<file path="config.mk">
export PLATFORM = sky130hd
export DESIGN_NAME = traffic_start_req
export DESIGN_NICKNAME = d
export VERILOG_FILES = /design/src/rtl/traffic_start_req.sv
export SDC_FILE = /design/constraint.sdc
export NUM_CORES = 1
export LEC_CHECK = 0
export BUFFER_PORTS_ARGS = -buffer_cell sky130_fd_sc_hd__buf_2
export CAP_MARGIN = 40
export CORE_MARGIN = 5
export CORE_UTILIZATION = 35
export CTS_CLUSTER_DIAMETER = 50
export DETAILED_ROUTE_END_ITERATION = 12
export PLACE_DENSITY_LB_ADDON = 0.08
export SKIP_LAST_GASP = 1
export SLEW_MARGIN = 10
export SYNTH_ARGS = -nofsm -noshare
export SYNTH_HDL_FRONTEND = slang
export SYNTH_SLANG_ARGS = --single-unit
</file>
<file path="constraint.sdc">
create_clock -name in_clk -period 3.3 [get_ports in_clk]
set_input_delay 0.165 -clock in_clk [delete_from_list [all_inputs] [get_ports in_clk]]
set_output_delay 0.165 -clock in_clk [all_outputs]
set_load 0.02 [all_outputs]
</file>
<file path="src/rtl/traffic_start_req.sv">
// Push-button front-end for the traffic light controller: synchronises and debounces
// the button, then issues fixed-width start pulses with an enforced cooldown between them.
//
//   state | meaning
//   ------+-------------------------------------------------------------
//   IDLE  | waiting for a debounced press
//   FIRE  | o_srt asserted for SRT_CYCLES cycles
//   COOL  | COOL_CYCLES cycles of lockout; one press may be held pending
module traffic_start_req #(
    parameter int DEB_CYCLES  = 4,
    parameter int SRT_CYCLES  = 2,
    parameter int COOL_CYCLES = 40
) (
    input  logic       in_clk,
    input  logic       in_rst,
    input  logic       in_btn,
    output logic       o_srt,
    output logic       o_pending,
    output logic       o_cooldown,
    output logic [7:0] o_press_cnt
);

    localparam int DW      = $clog2(DEB_CYCLES + 1);
    localparam int TMR_MAX = (SRT_CYCLES > COOL_CYCLES) ? SRT_CYCLES : COOL_CYCLES;
    localparam int TW      = $clog2(TMR_MAX + 1);

    localparam logic [DW-1:0] DEB_LAST  = DW'(DEB_CYCLES - 1);
    localparam logic [TW-1:0] SRT_LAST  = TW'(SRT_CYCLES - 1);
    localparam logic [TW-1:0] COOL_LAST = TW'(COOL_CYCLES - 1);

    typedef enum logic [1:0] {
        IDLE = 2'd0,
        FIRE = 2'd1,
        COOL = 2'd2
    } state_t;

    state_t        state_q, state_d;
    logic [TW-1:0] tmr_q, tmr_d;
    logic          pend_d;

    logic          btn_m, btn_s;
    logic          deb_lvl, deb_lvl_d;
    logic [DW-1:0] deb_cnt;
    logic          rise;

    assign rise = deb_lvl & ~deb_lvl_d;

    always_ff @(posedge in_clk) begin
        if (in_rst) begin
            btn_m       <= 1'b0;
            btn_s       <= 1'b0;
            deb_lvl     <= 1'b0;
            deb_lvl_d   <= 1'b0;
            deb_cnt     <= '0;
            o_press_cnt <= '0;
        end else begin
            btn_m     <= in_btn;
            btn_s     <= btn_m;
            deb_lvl_d <= deb_lvl;
            // any sample agreeing with the current level restarts the stability count
            if (btn_s == deb_lvl) begin
                deb_cnt <= '0;
            end else if (deb_cnt == DEB_LAST) begin
                deb_lvl <= btn_s;
                deb_cnt <= '0;
            end else begin
                deb_cnt <= deb_cnt + 1'b1;
            end
            if (rise && (o_press_cnt != 8'hFF)) begin
                o_press_cnt <= o_press_cnt + 8'd1;
            end
        end
    end

    always_ff @(posedge in_clk) begin
        if (in_rst) begin
            state_q    <= IDLE;
            tmr_q      <= '0;
            o_pending  <= 1'b0;
            o_srt      <= 1'b0;
            o_cooldown <= 1'b0;
        end else begin
            state_q    <= state_d;
            tmr_q      <= tmr_d;
            o_pending  <= pend_d;
            o_srt      <= (state_d == FIRE);
            o_cooldown <= (state_d == COOL);
        end
    end

    always_comb begin
        state_d = state_q;
        tmr_d   = tmr_q + 1'b1;
        pend_d  = o_pending;
        case (state_q)
            IDLE: begin
                tmr_d = '0;
                if (rise) begin
                    state_d = FIRE;
                end
            end
            FIRE: begin
                if (rise) begin
                    pend_d = 1'b1;
                end
                if (tmr_q == SRT_LAST) begin
                    state_d = COOL;
                    tmr_d   = '0;
                end
            end
            COOL: begin
                if (rise) begin
                    pend_d = 1'b1;
                end
                if (tmr_q == COOL_LAST) begin
                    tmr_d = '0;
                    // a press arriving on the exit edge is served directly, never latched
                    if (o_pending || rise) begin
                        state_d = FIRE;
                        pend_d  = 1'b0;
                    end else begin
                        state_d = IDLE;
                    end
                end
            end
            default: begin
                state_d = IDLE;
                tmr_d   = '0;
                pend_d  = 1'b0;
            end
        endcase
    end

endmodule

</file>
==> summary.md, run 1 <==
| Metric | Value |
|---|---|
| GR Util All Layers | 0.0996 |
| Final Power | 0.000540 W |
| Slew margin rel. | 0.769 |
| Ys Warns | 0 |
| # diodes | 0 |
| Slowest Stage Delay on Critical Path | 0.44 ns |
| CP cell instances | inv_1 > ha_1 > a21oi_1 > a21oi_1 > a211oi_2 > and3_1 |
| Final ANT Viol Nets | 0 |
| Kind of start point of the critical path | register |
| Clock skew | 0.00187 ns |
| DRT Pass-1 Iters | 4 |
| Synth async-reset ratio | 0 |
| NumNets Final | 158 |
| Post-synth EDFFs | 0 |
| Wirelength per Cell | 10.6 µm |
| Avg Cell Area, Syn | 9.30 µm² |
| Core footprint | 3340 µm² |
| Synth cell types | 36 |
| Post-CTS Setup Bufs | 0 |
| Site Rows | 21 |
| Antenna violations before repair | 0 |
| Largest net degree at the start of global routing | 19 |
| WL final | 2030 µm |
| Worst Setup End Kind | register |
| DP HPWL | 1540 µm |
| Post-synth net total | 142 |
| Setup CP Type | reg2reg |
| I/O pin total | 14 |
| Initial core utilization | 0.362 |
| FF-to-FF path depth | 6 |
| Remaining global-route overflow | 0 |
| Max VDD drop | 142 µV |
| Reg2reg setup slack | 1.77 ns |
| Clock root cell | clkbuf_4 |
| Clock tree buffer depth | 2 |
| Hold Path Depth | 2 |
| Hold-fix buffers, CTS | 0 |
| Resize count post-CTS | 0 |
| Synthesized area | 1210 µm² |
| Worst-path fanout max | 5 |
| Residual DRC | 0 |
| Seq/Total Area, Yosys | 0.431 |
| Sum Neg Setup Slack | 0 ns |
| Status | finished clean |
| CTS Buf Count | 3 |
| Vias in the first global route | 861 |
| Layout cells sized above 1 | 0.159 |
| IO buf count | 13 |
| Die height | 68.8 µm |
| Reg-to-reg startpoint | state_q[0] |
| RSZ-0062 raised after global routing | false |
| Hold WC Path Type | in2reg |
| Vias | 909 |
| Worst Max-Slew Pin Slew | 0.345 ns |
| Min Tclk post-route | 1.53 ns |
| Setup violations, final | 0 |
| Fmax | 654 MHz |
| CTS clk-pin slew, worst paths | 0.14 ns |
| Worst r2r dst | o_cooldown |
| Die area | 4730 µm² |
| Area Growth Syn to Fin | 13.9% |
| Crit path launch | state_q[0] |
| Final worst-path cycle share | 0.463 |
| Most common cell after layout, fill and taps aside | dfxtp_1 |
| Max H-tree Level | 1 |
| Worst setup endpoint | o_cooldown |
| Critical Path RT | 3.57 ns |
| Clock Latency Late Sink | 0.31 ns |
| Most frequent cells in the layout | dfxtp_1 (26), nor2_1 (20), buf_2 (13), ha_1 (9), inv_1 (7) |
| Cell count after synthesis | 130 |
| First-pass GRT wire length | 3610 µm |
| Synth area leader | dfxtp_1 |
| Synth area leaders | dfxtp_1 (43%), ha_1 (9.3%), nor2_1 (6.2%), xor2_1 (3.6%), a21oi_1 (2.5%) |
| Fin. max-slew vios | 0 |
| Gpl congestion | 0.870 |
| CTS tree | done |
| Via/cell ratio | 4.76 |
| Crit path arrival time | 1.80 ns |
| Share of the synthesized area in the top cell type | 0.431 |
| 1st-iter DRT viols | 23 |
| LEAKAGE | 0.596 nW |
| Synth Flop Type | dfxtp_1 |
| Hold_ws | 0.0466 ns |
| Worst path most repeated cell | a21oi_1 |
| MaxCap Viol Count | 0 |
| Pwr dens | 392 nW/µm² |
| Synthesized flop and latch total | 26 |
| CP max-delay cell | dfxtp_1 |
| CTS sink cnt | 26 |
| Die Span X | 68.8 µm |
| Util after Layout | 0.412 |
| Final hold vios | 0 |
registers in the layout, summed over array words and instances (netlist names):
name         flops
o_cooldown       1
state_q          2
o_pending        1
tmr_q            6
deb_cnt          3
deb_lvl          1
deb_lvl_d        1
o_srt            1
btn_m            1
btn_s            1
o_press_cnt      8
where the power goes:
group | switching (W) | internal [W] | leakage [nW]
Clock | 0.0000940 | 0.000123 | 0.0279
Sequential | 0.000000563 | 0.000315 | 0.210
Combinational | 0.00000442 | 0.00000242 | 0.359
Yosys cell counts (all sizes together), types with 2 or more instances:
library cell,n
dfxtp,26
nor2,21
ha,9
inv,7
a21oi,6
nand3,6
xor2,5
and3,4
nand2,4
nor2b,4
nor3,4
mux2i,3
o21ai,3
a31oi,2
and2,2
clkbuf,2
nand2b,2
nor3b,2
nor4,2
o211ai,2
or3,2
xnor2,2
worst min-delay path by stage:
| stage | start | end |
|---|---|---|
| 6_report | in_btn | btn_m |
| 5_1_grt | in_btn | btn_m |
| 4_1_cts | in_btn | btn_m |
| 3_5_place_dp | in_btn | btn_m |
| 3_3_place_gp | in_btn | btn_m |
| 2_1_floorplan | in_btn | btn_m |
worst max-delay path, delay by kind of cell (launching register included):
kind,cells,cell delay [ns]
simple gates,1,0.19
compound gates,3,0.49
buf+inv,1,0.11
fa+ha+maj,1,0.26
flops,1,0.44
kinds of logic (layout without fill, tap and decap cells):
logic type               count (synthesis)  after routing  share of synthesized area
AND/OR/NAND/NOR                         57             57                      0.264
buffers and inverters                    9             24                     0.0280
AO/OA/AOI/OAI                           19             19                      0.109
adder cells (fa/ha/maj)                  9              9                     0.0932
XOR/XNOR                                 7              7                     0.0507
multiplexers                             3              3                     0.0248
flip-flops                              26             26                      0.431
layout make-up:
class                           instances  area [µm²]
Inverter                                7        26.3
Sequential cell                        26         520
Multi-Input combinational cell         95         654
Fill cell                             353        1960
Clock buffer                            3        22.5
Tap cell                               46        57.6
Clock inverter                          1        30.0
Timing Repair Buffer                   13        65.1
per-layer routing:
metal,vias to the layer above,share of wire,track usage
li1,480,-,-
met1,419,0.47,0.119
met2,8,0.48,0.172
met3,2,0.036,0.0194
met4,0,0.0084,0.0438
met5,-,0,0
per-stage QoR:
step / cell area, µm² / setup slack [ns] / cells
6_report: 1380 / 1.77 / 191
5_1_grt: 1380 / 1.66 / 191
4_1_cts: 1380 / 1.77 / 191
3_5_place_dp: 1320 / 1.80 / 187
3_3_place_gp: 1320 / 1.83 / 187
2_1_floorplan: 1210 / 1.85 / 130
Note: power is estimated with default switching activity, not from simulation.
==> inputs of run 2 (changes only) <==
ABC_AREA = 1   (was unset)
clock period = 1.3 ns   (was 3.3 ns; I/O delays follow)
==> run 2 against run 1 <==
  * Via count rose by 24%
  * Fmax grew 23%
  * Die area is 3.1% higher
  * Highest routed layer unchanged
  * Setup slack worse by 1.7 ns
  * Area after synthesis rose by 3.6%
  * Final cell count up 32%
  * Global-route usage grew 1.4 points
==> summary.md, run 2 <==
| Metric | Value |
|---|---|
| Final ANT Viol Nets | 0 (unchanged) |
| IO buf count | 13 (unchanged) |
| FF-to-FF path depth | 9 (+3) |
| Critical Path RT | 1.58 ns (-1.99 ns) |
| Post-synth EDFFs | 0 (unchanged) |
| Crit path launch | tmr_q[1] |
| GR Util All Layers | 0.114 (+0.0141) |
| Area Growth Syn to Fin | 37.9% |
| Slew margin rel. | 0.790 (+0.0201) |
| Setup Slack @ Placement | -0.0579 ns (-1.86 ns) |
| Via/cell ratio | 4.47 (-6.0%) |
| CTS tree | done |
| LEAKAGE | 0.735 nW (+23%) |
| Crit path arrival time | 1.52 ns (-0.28 ns) |
| 1st-iter DRT viols | 63 (+170%) |
| Worst-path fanout max | 4 (-1) |
| Die area | 4870 µm² (+3.1%) |
| Clock root cell | clkbuf_4 |
| Reg2reg setup slack | 0.06 ns (-1.71 ns) |
| Synth Flop Type | dfxtp_1 |
| Remaining global-route overflow | 0 (unchanged) |
| Die height | 69.8 µm (+1.5%) |
| Cell count after synthesis | 172 (+32%) |
| Core footprint | 3390 µm² (+1.6%) |
| Vias in the first global route | 1129 (+31%) |
| Most common cell after layout, fill and taps aside | nand2_1 |
| Hold_ws | 0.426 ns (+0.379 ns) |
| DP HPWL | 1950 µm (+26%) |
| Filler Cells Inserted | 333 (-5.7%) |
| Clock tree buffer depth | 2 (unchanged) |
| Vias | 1127 (+24%) |
| Worst r2r dst | o_srt |
| Max reg flops | 8 (unchanged) |
| Post-synth top cells | nand2_1 (34), inv_1 (28), dfxtp_1 (26), nor2_1 (24), a21oi_1 (11) |
| Site Rows | 21 (unchanged) |
| Reg-to-reg startpoint | tmr_q[1] |
| Synth async-reset ratio | 0 (unchanged) |
| Status | finished clean |
| Max H-tree Level | 1 (unchanged) |
| Ys Warns | 0 (unchanged) |
| Clock skew | 0.00702 ns (+0.00515 ns) |
| Setup violations, final | 0 (unchanged) |
| Final hold vios | 0 (unchanged) |
| NumNets Final | 219 (+39%) |
| Largest Register | o_press_cnt |
| Fin. max-slew vios | 0 (unchanged) |
| Final worst-path cycle share | 0.955 (+0.492) |
| Pwr dens | 806 nW/µm² (+110%) |
| Max VDD drop | 423 µV (+200%) |
| Most frequent cells in the layout | nand2_1 (29), inv_1 (25), nor2_1 (19), dfxtp_1 (16), buf_4 (14) |
| Regs by FF count | o_press_cnt (8), tmr_q (6), deb_cnt (3) |
| CTS sink cnt | 26 (unchanged) |
| Fmax | 805 MHz (+23%) |
| Synthesized flop and latch total | 26 (unchanged) |
| Setup WS post-layout | 0.0585 ns (-1.71 ns) |
| CTS Buf Count | 3 (unchanged) |
| Worst Setup End Kind | register |
| Seq/Total Area, Yosys | 0.416 (-0.0151) |
| Setup CP Type | reg2reg |
| DRT Pass-1 Iters | 4 (unchanged) |
| Avg Cell Area, Syn | 7.28 µm² (-22%) |
| Synth area leader | dfxtp_1 |
| Synthesized area | 1250 µm² (+3.6%) |
| Synth area leaders | dfxtp_1 (42%), nand2_1 (10%), ha_1 (9.0%), inv_1 (8.4%), nor2_1 (7.2%) |
| Layout cells sized above 1 | 0.364 (+0.205) |
| I/O pin total | 14 (unchanged) |
| WL final | 2720 µm (+34%) |
| Post-synth net total | 184 (+30%) |
| Hold WC Path Type | reg2reg |
| MaxCap Viol Count | 0 (unchanged) |
| Most common cell in the synthesized netlist | nand2_1 |
| Gpl congestion | 0.788 (-9.5%) |
| First-pass GRT wire length | 4690 µm (+30%) |
| WHS Endpoint | btn_s |
| Residual DRC | 0 (unchanged) |
| Synth cell types | 21 (-42%) |
| Wirelength per Cell | 10.8 µm (+1.6%) |
| Hold Path Depth | 2 (unchanged) |
| # diodes | 0 (unchanged) |
| Largest net degree at the start of global routing | 16 (-3) |
| Clock Latency Late Sink | 0.33 ns (+0.02 ns) |
| CTS clk-pin slew, worst paths | 0.15 ns (about the same) |
| Min Tclk post-route | 1.24 ns (-0.287 ns) |
| Antenna violations before repair | 0 (unchanged) |
| Hold Path Origin | btn_m |
| Util after Layout | 0.509 (+0.0970) |
| Die Span X | 69.8 µm (+1.5%) |
| Initial core utilization | 0.370 (+0.00730) |
| RSZ-0062 raised after global routing | true |
| Kind of start point of the critical path | register |
| Worst Max-Slew Pin Slew | 0.314 ns (-0.0309 ns) |
| Share of the synthesized area in the top cell type | 0.416 (-0.0151) |
[run 2: changes by cell type after synthesis, moves of 5 or more]
cell,before,now
o21ai_0,2,8
nand2_1,4,34
a21oi_1,6,11
inv_1,7,28
[run 2: area by class of cell]
cell class / instances / area (µm²) / area share
Multi-Input combinational cell: 116 / 751 / 0.435
Sequential cell: 26 / 541 / 0.313
Timing Repair Buffer: 31 / 211 / 0.122
Inverter: 29 / 114 / 0.0659
Tap cell: 46 / 57.6 / 0.0333
Clock inverter: 1 / 30.0 / 0.0174
Clock buffer: 3 / 22.5 / 0.0130
[run 2: worst max-delay path by stage]
stage               cells past startpoint             end
finish                                  9           o_srt
global route                            7  o_press_cnt[0]
CTS                                     7        tmr_q[3]
detailed placement                      8  o_press_cnt[7]
global placement                        8  o_press_cnt[7]
floorplan                               8  o_press_cnt[1]
[run 2: layer usage]
metal  routed length, µm  global-route usage  up-vias  share of wire
li1                    -                   -      613              -
met1                1330               0.150      495           0.49
met2                1260               0.183       17           0.47
met3                  95              0.0203        2          0.035
met4                  23              0.0447        0         0.0085
met5                   0                   0        -              0
[run 2: worst max-delay path: stages, from the launching register on]
cell	delay (ns)
dfxtp_4	0.39
ha_4	0.15
nand2_2	0.06
nor2_2	0.10
nand2_2	0.08
a21oi_2	0.14
nand2_1	0.10
nand2_1	0.07
inv_1	0.05
nor2_2	0.06
[run 2: cell families after synthesis]
| family | synth area share |
|---|---|
| buffers and inverters | 0.0909 |
| and+or+nand+nor | 0.277 |
| adders and majority gates | 0.0899 |
| AOI/OAI and AO/OA | 0.0989 |
| xor gates and xnor gates | 0.0280 |
| DFF | 0.416 |
[run 2: through the flow]
step / area [µm²] / TNS (ns) / total power [W] / instances
floorplan: 1260 / 0 / 0.000831 / 172
global placement: 1490 / -0.454 / 0.000838 / 244
detailed placement: 1490 / -0.402 / 0.000838 / 244
CTS: 1610 / 0 / 0.00142 / 251
global route: 1730 / -0.0554 / 0.00144 / 252
finish: 1730 / 0 / 0.00139 / 252
[run 2: timing repair]
item | CTS | global route
pin swaps | 1 | 11
gates resized for setup | 13 | 32
setup buffers | 0 | 1
setup endpoints to repair | 11 | 18
hold endpoints to repair | 6 | 0
hold buffers | 3 | 0
[run 2: power breakdown]
group / internal [W] / total [W] / switching (W)
clock: 0.000312 / 0.000567 / 0.000255
combinational: 0.0000120 / 0.0000279 / 0.0000159
sequential: 0.000794 / 0.000796 / 0.00000188
